<file path="src/rtl/memory_game_ctrl.sv">
// rtl/memory_game_ctrl.sv - 4x4 card-matching game controller with cursor, pick FSM and mismatch hold timer
module memory_game_ctrl #(
    parameter int HOLD_CYCLES = 50_000_000
) (
    input  logic        clk,
    input  logic        reset,
    input  logic        btn_up,
    input  logic        btn_down,
    input  logic        btn_left,
    input  logic        btn_right,
    input  logic        btn_sel,
    output logic [15:0] face_up,
    output logic [3:0]  cursor,
    output logic [3:0]  pairs_found,
    output logic [7:0]  moves,
    output logic        won
);

    // Hold timer only needs to count HOLD_CYCLES-1 down to 0.
    localparam int TW = (HOLD_CYCLES > 1) ? $clog2(HOLD_CYCLES) : 1;
    localparam logic [TW-1:0] HOLD_LOAD = TW'(HOLD_CYCLES - 1);

    typedef enum logic [2:0] {
        PICK1   = 3'd0,
        PICK2   = 3'd1,
        COMPARE = 3'd2,
        SHOW    = 3'd3,
        WON     = 3'd4
    } state_t;

    state_t        state_q, state_d;
    logic [15:0]   matched_q, matched_d;
    logic [15:0]   revealed_q, revealed_d;
    logic [15:0]   face_q, face_d;
    logic [3:0]    first_q, first_d;
    logic [3:0]    second_q, second_d;
    logic [TW-1:0] timer_q, timer_d;
    logic [3:0]    cursor_q, cursor_d;
    logic [3:0]    pairs_q, pairs_d;
    logic [7:0]    moves_q, moves_d;
    logic          won_q, won_d;

    logic          sel_ok;
    logic [1:0]    row, col;

    assign face_up     = face_q;
    assign cursor      = cursor_q;
    assign pairs_found = pairs_q;
    assign moves       = moves_q;
    assign won         = won_q;

    assign row    = cursor_q[3:2];
    assign col    = cursor_q[1:0];
    // A pick only qualifies on a card that is currently face down; selects
    // always look at the pre-move cursor.
    assign sel_ok = btn_sel && !face_q[cursor_q];

    // Next-state logic: cursor movement, pick sequencing, compare and hold.
    always_comb begin
        state_d    = state_q;
        matched_d  = matched_q;
        revealed_d = revealed_q;
        first_d    = first_q;
        second_d   = second_q;
        timer_d    = timer_q;
        cursor_d   = cursor_q;
        pairs_d    = pairs_q;
        moves_d    = moves_q;

        // Row/column are 2-bit fields, so +/-1 wraps 0<->3 naturally.
        if (state_q != WON) begin
            if (btn_up)         cursor_d = {row - 2'd1, col};
            else if (btn_down)  cursor_d = {row + 2'd1, col};
            else if (btn_left)  cursor_d = {row, col - 2'd1};
            else if (btn_right) cursor_d = {row, col + 2'd1};
        end

        case (state_q)
            PICK1: begin
                if (sel_ok) begin
                    first_d              = cursor_q;
                    revealed_d[cursor_q] = 1'b1;
                    state_d              = PICK2;
                end
            end
            PICK2: begin
                // The first pick is already face up, so it cannot be re-picked.
                if (sel_ok) begin
                    second_d             = cursor_q;
                    revealed_d[cursor_q] = 1'b1;
                    if (moves_q != 8'hFF) moves_d = moves_q + 8'd1;
                    state_d              = COMPARE;
                end
            end
            COMPARE: begin
                // Cards i and i^8 pair up, so only the low three bits matter.
                if (first_q[2:0] == second_q[2:0]) begin
                    matched_d[first_q]  = 1'b1;
                    matched_d[second_q] = 1'b1;
                    revealed_d          = 16'h0000;
                    pairs_d             = pairs_q + 4'd1;
                    state_d             = (pairs_q == 4'd7) ? WON : PICK1;
                end else begin
                    timer_d = HOLD_LOAD;
                    state_d = SHOW;
                end
            end
            SHOW: begin
                if (timer_q == '0) begin
                    revealed_d = 16'h0000;
                    state_d    = PICK1;
                end else begin
                    timer_d = timer_q - 1'b1;
                end
            end
            WON: begin
                if (btn_sel) begin
                    matched_d  = 16'h0000;
                    revealed_d = 16'h0000;
                    first_d    = 4'd0;
                    second_d   = 4'd0;
                    timer_d    = '0;
                    cursor_d   = 4'd0;
                    pairs_d    = 4'd0;
                    moves_d    = 8'd0;
                    state_d    = PICK1;
                end
            end
            default: state_d = PICK1;
        endcase

        // Outputs are registered from next-state values so a pick shows one
        // cycle after its select.
        face_d = (state_d == WON) ? 16'hFFFF : (matched_d | revealed_d);
        won_d  = (state_d == WON);
    end

    // State and output registers; reset wins over every input.
    always_ff @(posedge clk) begin
        if (reset) begin
            state_q    <= PICK1;
            matched_q  <= 16'h0000;
            revealed_q <= 16'h0000;
            face_q     <= 16'h0000;
            first_q    <= 4'd0;
            second_q   <= 4'd0;
            timer_q    <= '0;
            cursor_q   <= 4'd0;
            pairs_q    <= 4'd0;
            moves_q    <= 8'd0;
            won_q      <= 1'b0;
        end else begin
            state_q    <= state_d;
            matched_q  <= matched_d;
            revealed_q <= revealed_d;
            face_q     <= face_d;
            first_q    <= first_d;
            second_q   <= second_d;
            timer_q    <= timer_d;
            cursor_q   <= cursor_d;
            pairs_q    <= pairs_d;
            moves_q    <= moves_d;
            won_q      <= won_d;
        end
    end

endmodule
</file>
<file path="config.mk">
export PLATFORM = sky130hd
export DESIGN_NAME = memory_game_ctrl
export DESIGN_NICKNAME = d
export VERILOG_FILES = /design/src/rtl/memory_game_ctrl.sv
export SDC_FILE = /design/constraint.sdc
export NUM_CORES = 1
export LEC_CHECK = 0
export CAP_MARGIN = 20
export CORE_MARGIN = 3
export CORE_UTILIZATION = 43
export CTS_BUF_LIST = sky130_fd_sc_hd__clkbuf_4
export DETAILED_ROUTE_END_ITERATION = 7
export GPL_TIMING_DRIVEN = 0
export PLACE_DENSITY_LB_ADDON = 0.12
export SYNTH_ARGS = -nofsm -noshare
export SYNTH_HDL_FRONTEND = slang
export SYNTH_SLANG_ARGS = --single-unit
</file>
<file path="constraint.sdc">
create_clock -name clk -period 3.9 [get_ports clk]
set_input_delay 0.39 -clock clk [delete_from_list [all_inputs] [get_ports clk]]
set_output_delay 0.39 -clock clk [all_outputs]
set_load 0.01 [all_outputs]
</file>
==> results of run 1 <==
[path summary, 6_finish.rpt]
check                                 from                       end  slack (ns)  cells past startpoint
setup / recovery   timer_q[8]$_SDFFE_PP0P_    face_up[13]$_SDFF_PP0_        0.67                      6
hold reg to reg   revealed_q[9]$_SDFF_PP0_  revealed_q[9]$_SDFF_PP0_        0.48                      1
setup reg to reg   timer_q[8]$_SDFFE_PP0P_    face_up[13]$_SDFF_PP0_        0.67                      6
hold / removal                     btn_sel     state_q[1]$_SDFF_PP0_        0.31                      3
[final cells by class]
type / count / area, µm² / share of cell area, %
plain buffers: 40 / 168 / 2.76
clock inverters: 6 / 63.8 / 1.05
flip-flops and latches: 102 / 2040 / 33.7
clock buffers: 10 / 75.1 / 1.24
repair buffers: 39 / 385 / 6.35
well taps: 168 / 210 / 3.46
multi-input cells: 457 / 3030 / 49.9
inverters: 25 / 93.8 / 1.55
[cells by family after synthesis]
logic type,count (synthesis),synth area share (%)
DFF,102,38.3
buffers and inverters,65,4.90
muxes,23,5.00
adders and majority gates,11,2.58
xor gates and xnor gates,12,1.97
AOI/OAI and AO/OA,183,24.6
and+or+nand+nor,228,22.6
[worst reg2reg max path, cell delays in order (launching register included)]
cell and delay, ns:
sky130_fd_sc_hd__dfxtp_1 0.38, sky130_fd_sc_hd__nor4_1 0.86, sky130_fd_sc_hd__and4_1 0.35, sky130_fd_sc_hd__nand4_1 0.33
sky130_fd_sc_hd__a22o_1 0.45, sky130_fd_sc_hd__clkbuf_1 0.30, sky130_fd_sc_hd__a2111o_1 0.48
[cell usage in the layout (no fill, tap or decap), types with 7 or more instances in the layout]
| cell type | count |
|---|---|
| sky130_fd_sc_hd__a22oi_1 | 18 |
| sky130_fd_sc_hd__o21ai_0 | 24 |
| sky130_fd_sc_hd__a21oi_1 | 30 |
| sky130_fd_sc_hd__a21o_1 | 8 |
| sky130_fd_sc_hd__xnor2_1 | 9 |
| sky130_fd_sc_hd__a2111o_1 | 8 |
| sky130_fd_sc_hd__and2_1 | 11 |
| sky130_fd_sc_hd__nor2b_1 | 15 |
| sky130_fd_sc_hd__inv_1 | 24 |
| sky130_fd_sc_hd__or4_1 | 7 |
| sky130_fd_sc_hd__o211ai_1 | 11 |
| sky130_fd_sc_hd__a211oi_1 | 9 |
| sky130_fd_sc_hd__ha_1 | 11 |
| sky130_fd_sc_hd__clkbuf_4 | 10 |
| sky130_fd_sc_hd__clkbuf_1 | 35 |
| sky130_fd_sc_hd__nand2_1 | 54 |
| sky130_fd_sc_hd__dfxtp_1 | 102 |
| sky130_fd_sc_hd__nor2_1 | 41 |
| sky130_fd_sc_hd__a31oi_1 | 18 |
| sky130_fd_sc_hd__or3_1 | 12 |
| sky130_fd_sc_hd__clkdlybuf4s50_1 | 38 |
| sky130_fd_sc_hd__mux2i_1 | 12 |
| sky130_fd_sc_hd__o31ai_1 | 10 |
| sky130_fd_sc_hd__nor4_1 | 16 |
| sky130_fd_sc_hd__nor3_1 | 19 |
| sky130_fd_sc_hd__nand3_1 | 11 |
| sky130_fd_sc_hd__nand4_1 | 18 |
[layer usage]
metal,vias to the layer above,routed length [µm]
met3,28,851
met1,2394,7050
met5,-,0
met2,172,7370
met4,0,358
li1,2450,-
[power by group through the flow]
stage	logic (W)	registers, W	clock network, W
after detailed placement	0.000871	0.00118	0
after floorplan	0.000602	0.00117	0
after CTS	0.000874	0.00116	0.000583
after global routing	0.000973	0.00117	0.000620
final	0.000893	0.00116	0.000568
after global placement	0.000859	0.00118	0
[through the flow]
stage,cell area [µm²],total power (W),setup slack (ns),instances
floorplan,5330,0.00178,1.35,624
global placement,5920,0.00204,0.788,830
detailed placement,5920,0.00205,0.797,830
CTS,6060,0.00262,0.757,846
global route,6070,0.00276,0.461,847
finish,6070,0.00262,0.666,847
[registers in the layout, summed over array words and instances, names as in the netlist]
register and count:
first_q 4, matched_q 16, state_q 3, face_up 16
pairs_found 4, moves 8, timer_q 26, cursor 4
second_q 4, revealed_q 16, won 1
==> reports/qor.txt, run 1 <==
outcome - finished clean
antenna-violating nets left - 0
number of warnings reported in the yosys synthesis log - 0
count of mapped cells out of synthesis - 624
post-detailed-route wirelength per cell - 18.5 µm
half-perimeter wire length of the detailed placement result - 11600 µm
initial antenna violation count - 0
drt first-iter violations - 415
most instantiated library cell after synthesis - sky130_fd_sc_hd__dfxtp_1
final critical-path required period - 3.23 ns
CTS resizes - 0
clock transition time at the flip-flop clock pins of the worst setup and hold paths - 0.18 ns
top cells by area, synth - sky130_fd_sc_hd__dfxtp_1, sky130_fd_sc_hd__nand2_1, sky130_fd_sc_hd__nor2_1
Placement Rows - 40
Fin Clk Skew - 0.0327 ns
most frequently used flop master after synthesis - sky130_fd_sc_hd__dfxtp_1
met1 Usage GRT - 28.7%
Bufs and invs on worst path - 1
share of layout cells above drive strength 1 - 6.33%
wire length after detailed routing - 15600 µm
CTS tree - built
HP Class - primary input to register
post-route core utilization - 50.3%
area of the die - 13800 µm²
effective utilization at floorplan - 44.2%
cell family with most CP delay - simple AND/OR/NAND/NOR gates
Clk pwr share - 21.7%
quantity of I/O buffers inserted on ports - 38
number of buffers between clock root and the deepest sink - 2
busiest layer in global routing - met2
sw frac - 40.8%
Max Transition Viols Final - 0
Leakage - 2.24 nW
met3 track demand over resource - 4.44%
count of flip-flops with a built-in enable after synthesis - 0
slew at the pin with the worst max-slew slack - 0.986 ns
CTS Sinks - 102
summed negative setup slack over all endpoints - 0 ns
number of clock buffers inserted by TritonCTS - 9
Setup Fix Bufs, Post-CTS - 0
Clock Tree Root - sky130_fd_sc_hd__clkbuf_4
first-pass GRT wire length - 25200 µm
Cell Int Power - 0.00155 W
GP Congestion - 0.912
switching power - 0.00107 W
TritonRoute pass-1 iters - 5
Hold Fails Final Rpt - 0
total global routing track utilization - 22.4%
share of power burned in combinational logic - 34.1%
area of the core region - 12100 µm²
number of H-tree branching levels - 3
endpoint required time on the critical path - 4.31 ns
maximum fanout along the worst path - 10
Clock Latency Late Sink - 0.50 ns
crit path cell chain - nor4_1 > and4_1 > nand4_1 > a22o_1 > clkbuf_1 > a2111o_1
net count reported at finish - 692
count of endpoints failing setup in the final report - 0
maximum number of pins on one net before global-route repair - 20
number of maximum-capacitance violations - 0
count of boundary I/O pins - 40
dominant cell type by area after synthesis - sky130_fd_sc_hd__dfxtp_1
maximum clock rate - 309 MHz
number of different library cells in the post-synthesis netlist - 65
number of vias in the routed layout - 5044
Critical Path Max Stage Delay - 0.86 ns
library cell contributing the largest single delay on the critical path - sky130_fd_sc_hd__nor4_1
mean area per synthesized cell - 8.55 µm²
maximum VDD drop - 0.000230 V
total overflow reported by the global router - 0
synthesized net count - 642
number of antenna repair diodes - 0
RSZ-0062 raised after global routing - false
Sequential Power Share - 44.3%
Synth top area share - 38.3%
Area growth, synth to finish - 13.8%
total DRC errors in the routed layout - 0
routed via count divided by cell count - 5.96
total power divided by cell area - 432 nW/µm²
Cell Area, Synth - 5330 µm²
most instantiated cells after synthesis - sky130_fd_sc_hd__dfxtp_1, sky130_fd_sc_hd__nand2_1, sky130_fd_sc_hd__nor2_1, sky130_fd_sc_hd__clkbuf_1, sky130_fd_sc_hd__a21oi_1
final critical-path share of the clock period - 82.9%
number of filler cells placed in the layout - 1214
vertical die dimension - 117 µm
share of the yosys chip area belonging to registers - 38.3%
final worst hold slack - 0.313 ns
cts-stage hold buffer count - 0
number of synthesized register bits - 102
worst relative slew slack - 33.6%
critical path start-end classification - register to register
critical path arrival - 3.64 ns
ys async rst share - 0%
width of the chip - 117 µm
launching element type of the critical path - register
vias in the first global route - 4804
met2 usage in global routing - 37.4%
nature of the critical path endpoint - register
Power figures use the tool's default switching activity.
==> run 2: changes to the inputs <==
clock period = 2.6 ns   (was 3.9 ns; I/O delays follow)
==> reports/qor.txt, run 2 (synthesis gave the netlist of run 1 again) <==
overall power after layout - 0.00405 W (+54%)
vertical die dimension - 117 µm (unchanged)
total DRC errors in the routed layout - 0 (unchanged)
crit path cell chain - buf_12 > mux2_4 > mux4_2 > o221a_1 > buf_6 > or4_4 > mux2i_1
Clock Latency Late Sink - 0.51 ns (about the same)
number of maximum-capacitance violations - 0 (unchanged)
count of boundary I/O pins - 40 (unchanged)
nature of the critical path endpoint - register
endpoint required time on the critical path - 3.03 ns (-1.28 ns)
Fin Clk Skew - 0.0313 ns (-0.00143 ns)
logic depth of the worst register-to-register path - 7 (+1)
CTS tree - built
Placement Rows - 40 (unchanged)
antenna-violating nets left - 0 (unchanged)
effective utilization at floorplan - 44.2% (unchanged)
first-pass GRT wire length - 25300 µm (+0.44%)
initial antenna violation count - 0 (unchanged)
critical path start-end classification - register to register
quantity of I/O buffers inserted on ports - 38 (unchanged)
number of filler cells placed in the layout - 1186 (-2.3%)
vias in the first global route - 4850 (+0.96%)
maximum VDD drop - 0.000350 V (+52%)
Leakage - 2.38 nW (+6.2%)
clock transition time at the flip-flop clock pins of the worst setup and hold paths - 0.18 ns (about the same)
Area growth, synth to finish - 17.8%
final critical-path required period - 2.54 ns (-0.692 ns)
outcome - finished clean
area of the core region - 12100 µm² (unchanged)
post-detailed-route wirelength per cell - 18.7 µm (+1.4%)
number of H-tree branching levels - 3 (unchanged)
Max Transition Viols Final - 0 (unchanged)
Hold Path Cell Cnt - 3 (unchanged)
area of the die - 13800 µm² (unchanged)
maximum fanout along the worst path - 8 (-2)
library cell contributing the largest single delay on the critical path - sky130_fd_sc_hd__mux4_2
total power divided by cell area - 644 nW/µm² (+49%)
routed via count divided by cell count - 5.93 (-0.35%)
final critical-path share of the clock period - 97.8% (+15 points)
final worst hold slack - 0.180 ns (-0.133 ns)
share of layout cells above drive strength 1 - 11.6% (+5.2 points)
drt first-iter violations - 338 (-19%)
most frequent cells in the layout - sky130_fd_sc_hd__dfxtp_1, sky130_fd_sc_hd__nand2_1, sky130_fd_sc_hd__nor2_1
setup slack, reg-to-reg - 0.06 ns (-0.61 ns)
critical path arrival - 2.97 ns (-0.67 ns)
total overflow reported by the global router - 0 (unchanged)
HP Class - primary input to register
flip-flop count of the largest register, all copies and words added - 26 (unchanged)
summed negative setup slack over all endpoints - 0 ns (unchanged)
wire length after detailed routing - 15900 µm (+1.9%)
most common cell after layout, fill and taps aside - sky130_fd_sc_hd__dfxtp_1
post-placement worst setup slack - -0.503 ns (-1.30 ns)
number of buffers between clock root and the deepest sink - 2 (unchanged)
Hold Fails Final Rpt - 0 (unchanged)
Bufs and invs on worst path - 2 (+1)
slew at the pin with the worst max-slew slack - 0.652 ns (-0.334 ns)
total global routing track utilization - 22.5% (+0.14 points)
half-perimeter wire length of the detailed placement result - 11600 µm (unchanged)
maximum number of pins on one net before global-route repair - 20 (unchanged)
TritonRoute pass-1 iters - 5 (unchanged)
launching element type of the critical path - register
number of clock buffers inserted by TritonCTS - 9 (unchanged)
Setup WS post-layout - 0.0584 ns (-0.608 ns)
Worst path depth - 7 (+1)
register containing the most flip-flops in the final layout - timer_q
number of vias in the routed layout - 5050 (+0.12%)
worst relative slew slack - 56.3% (+23 points)
Clock Tree Root - sky130_fd_sc_hd__clkbuf_4
Critical Path Max Stage Delay - 0.54 ns (-0.32 ns)
cell family with most CP delay - multiplexers
GP Congestion - 0.912 (unchanged)
number of antenna repair diodes - 0 (unchanged)
width of the chip - 117 µm (unchanged)
net count reported at finish - 696 (+0.58%)
maximum clock rate - 393 MHz (+27%)
CTS Sinks - 102 (unchanged)
count of endpoints failing setup in the final report - 0 (unchanged)
run 2: per-layer routing:
metal  track usage [%]  vias to the layer above  part of all wire [%]  wire, µm
met1              28.8                     2393                    45      7130
met3              4.44                       30                   4.9       782
met4              8.43                        0                   2.4       384
met2              37.9                      161                    48      7640
li1                  -                     2466                     -         -
met5                 0                        -                     0         0
run 2: power by group:
group | internal, W | total [W] | switching [W] | leakage [nW]
Combinational | 0.000512 | 0.00140 | 0.000892 | 1.48
Sequential | 0.00166 | 0.00178 | 0.000125 | 0.826
Clock | 0.000235 | 0.000860 | 0.000625 | 0.0742
Total | 0.00241 | 0.00405 | 0.00164 | 2.38
run 2: worst paths after layout:
check                                              start                  endpoint
worst max-delay path                cursor[1]$_SDFF_PP0_     moves[7]$_SDFFE_PP0P_
worst min-delay path                             btn_sel     state_q[1]$_SDFF_PP0_
worst max register to register      cursor[1]$_SDFF_PP0_     moves[7]$_SDFFE_PP0P_
worst min register to register  revealed_q[9]$_SDFF_PP0_  revealed_q[9]$_SDFF_PP0_
run 2: timing repair:
item | CTS | global route
gates resized for setup | 11 | 29
setup endpoints to repair | 72 | 65
hold buffers | 0 | 0
cloned | 0 | 1
setup buffers | 5 | 5
pin swaps | 3 | 1
run 2: layout make-up:
| type | count | area, µm² | share of cell area [%] |
|---|---|---|---|
| Multi-Input combinational cell | 457 | 3140 | 50.0 |
| Sequential cell | 102 | 2050 | 32.6 |
| Timing Repair Buffer | 50 | 489 | 7.79 |
| Tap cell | 168 | 210 | 3.35 |
| Buffer | 33 | 163 | 2.59 |
| Inverter | 25 | 93.8 | 1.49 |
| Clock buffer | 10 | 75.1 | 1.20 |
| Clock inverter | 6 | 63.8 | 1.02 |
run 2: through the flow:
| stage | cell area, µm² | utilization (%) | cells |
|---|---|---|---|
| 2_1_floorplan | 5330 | - | 624 |
| 3_3_place_gp | 5920 | 49.1 | 830 |
| 3_5_place_dp | 5920 | 49.1 | 830 |
| 4_1_cts | 6130 | 50.9 | 850 |
| 5_1_grt | 6280 | 52.1 | 851 |
| 6_report | 6280 | 52.1 | 851 |
run 2: worst register-to-register path, cell delays in order (launching register included):
cell and delay, ns:
sky130_fd_sc_hd__dfxtp_4 0.42, sky130_fd_sc_hd__buf_12 0.13, sky130_fd_sc_hd__mux2_4 0.31, sky130_fd_sc_hd__mux4_2 0.54, sky130_fd_sc_hd__o221a_1 0.32, sky130_fd_sc_hd__buf_6 0.15
sky130_fd_sc_hd__or4_4 0.48, sky130_fd_sc_hd__mux2i_1 0.13
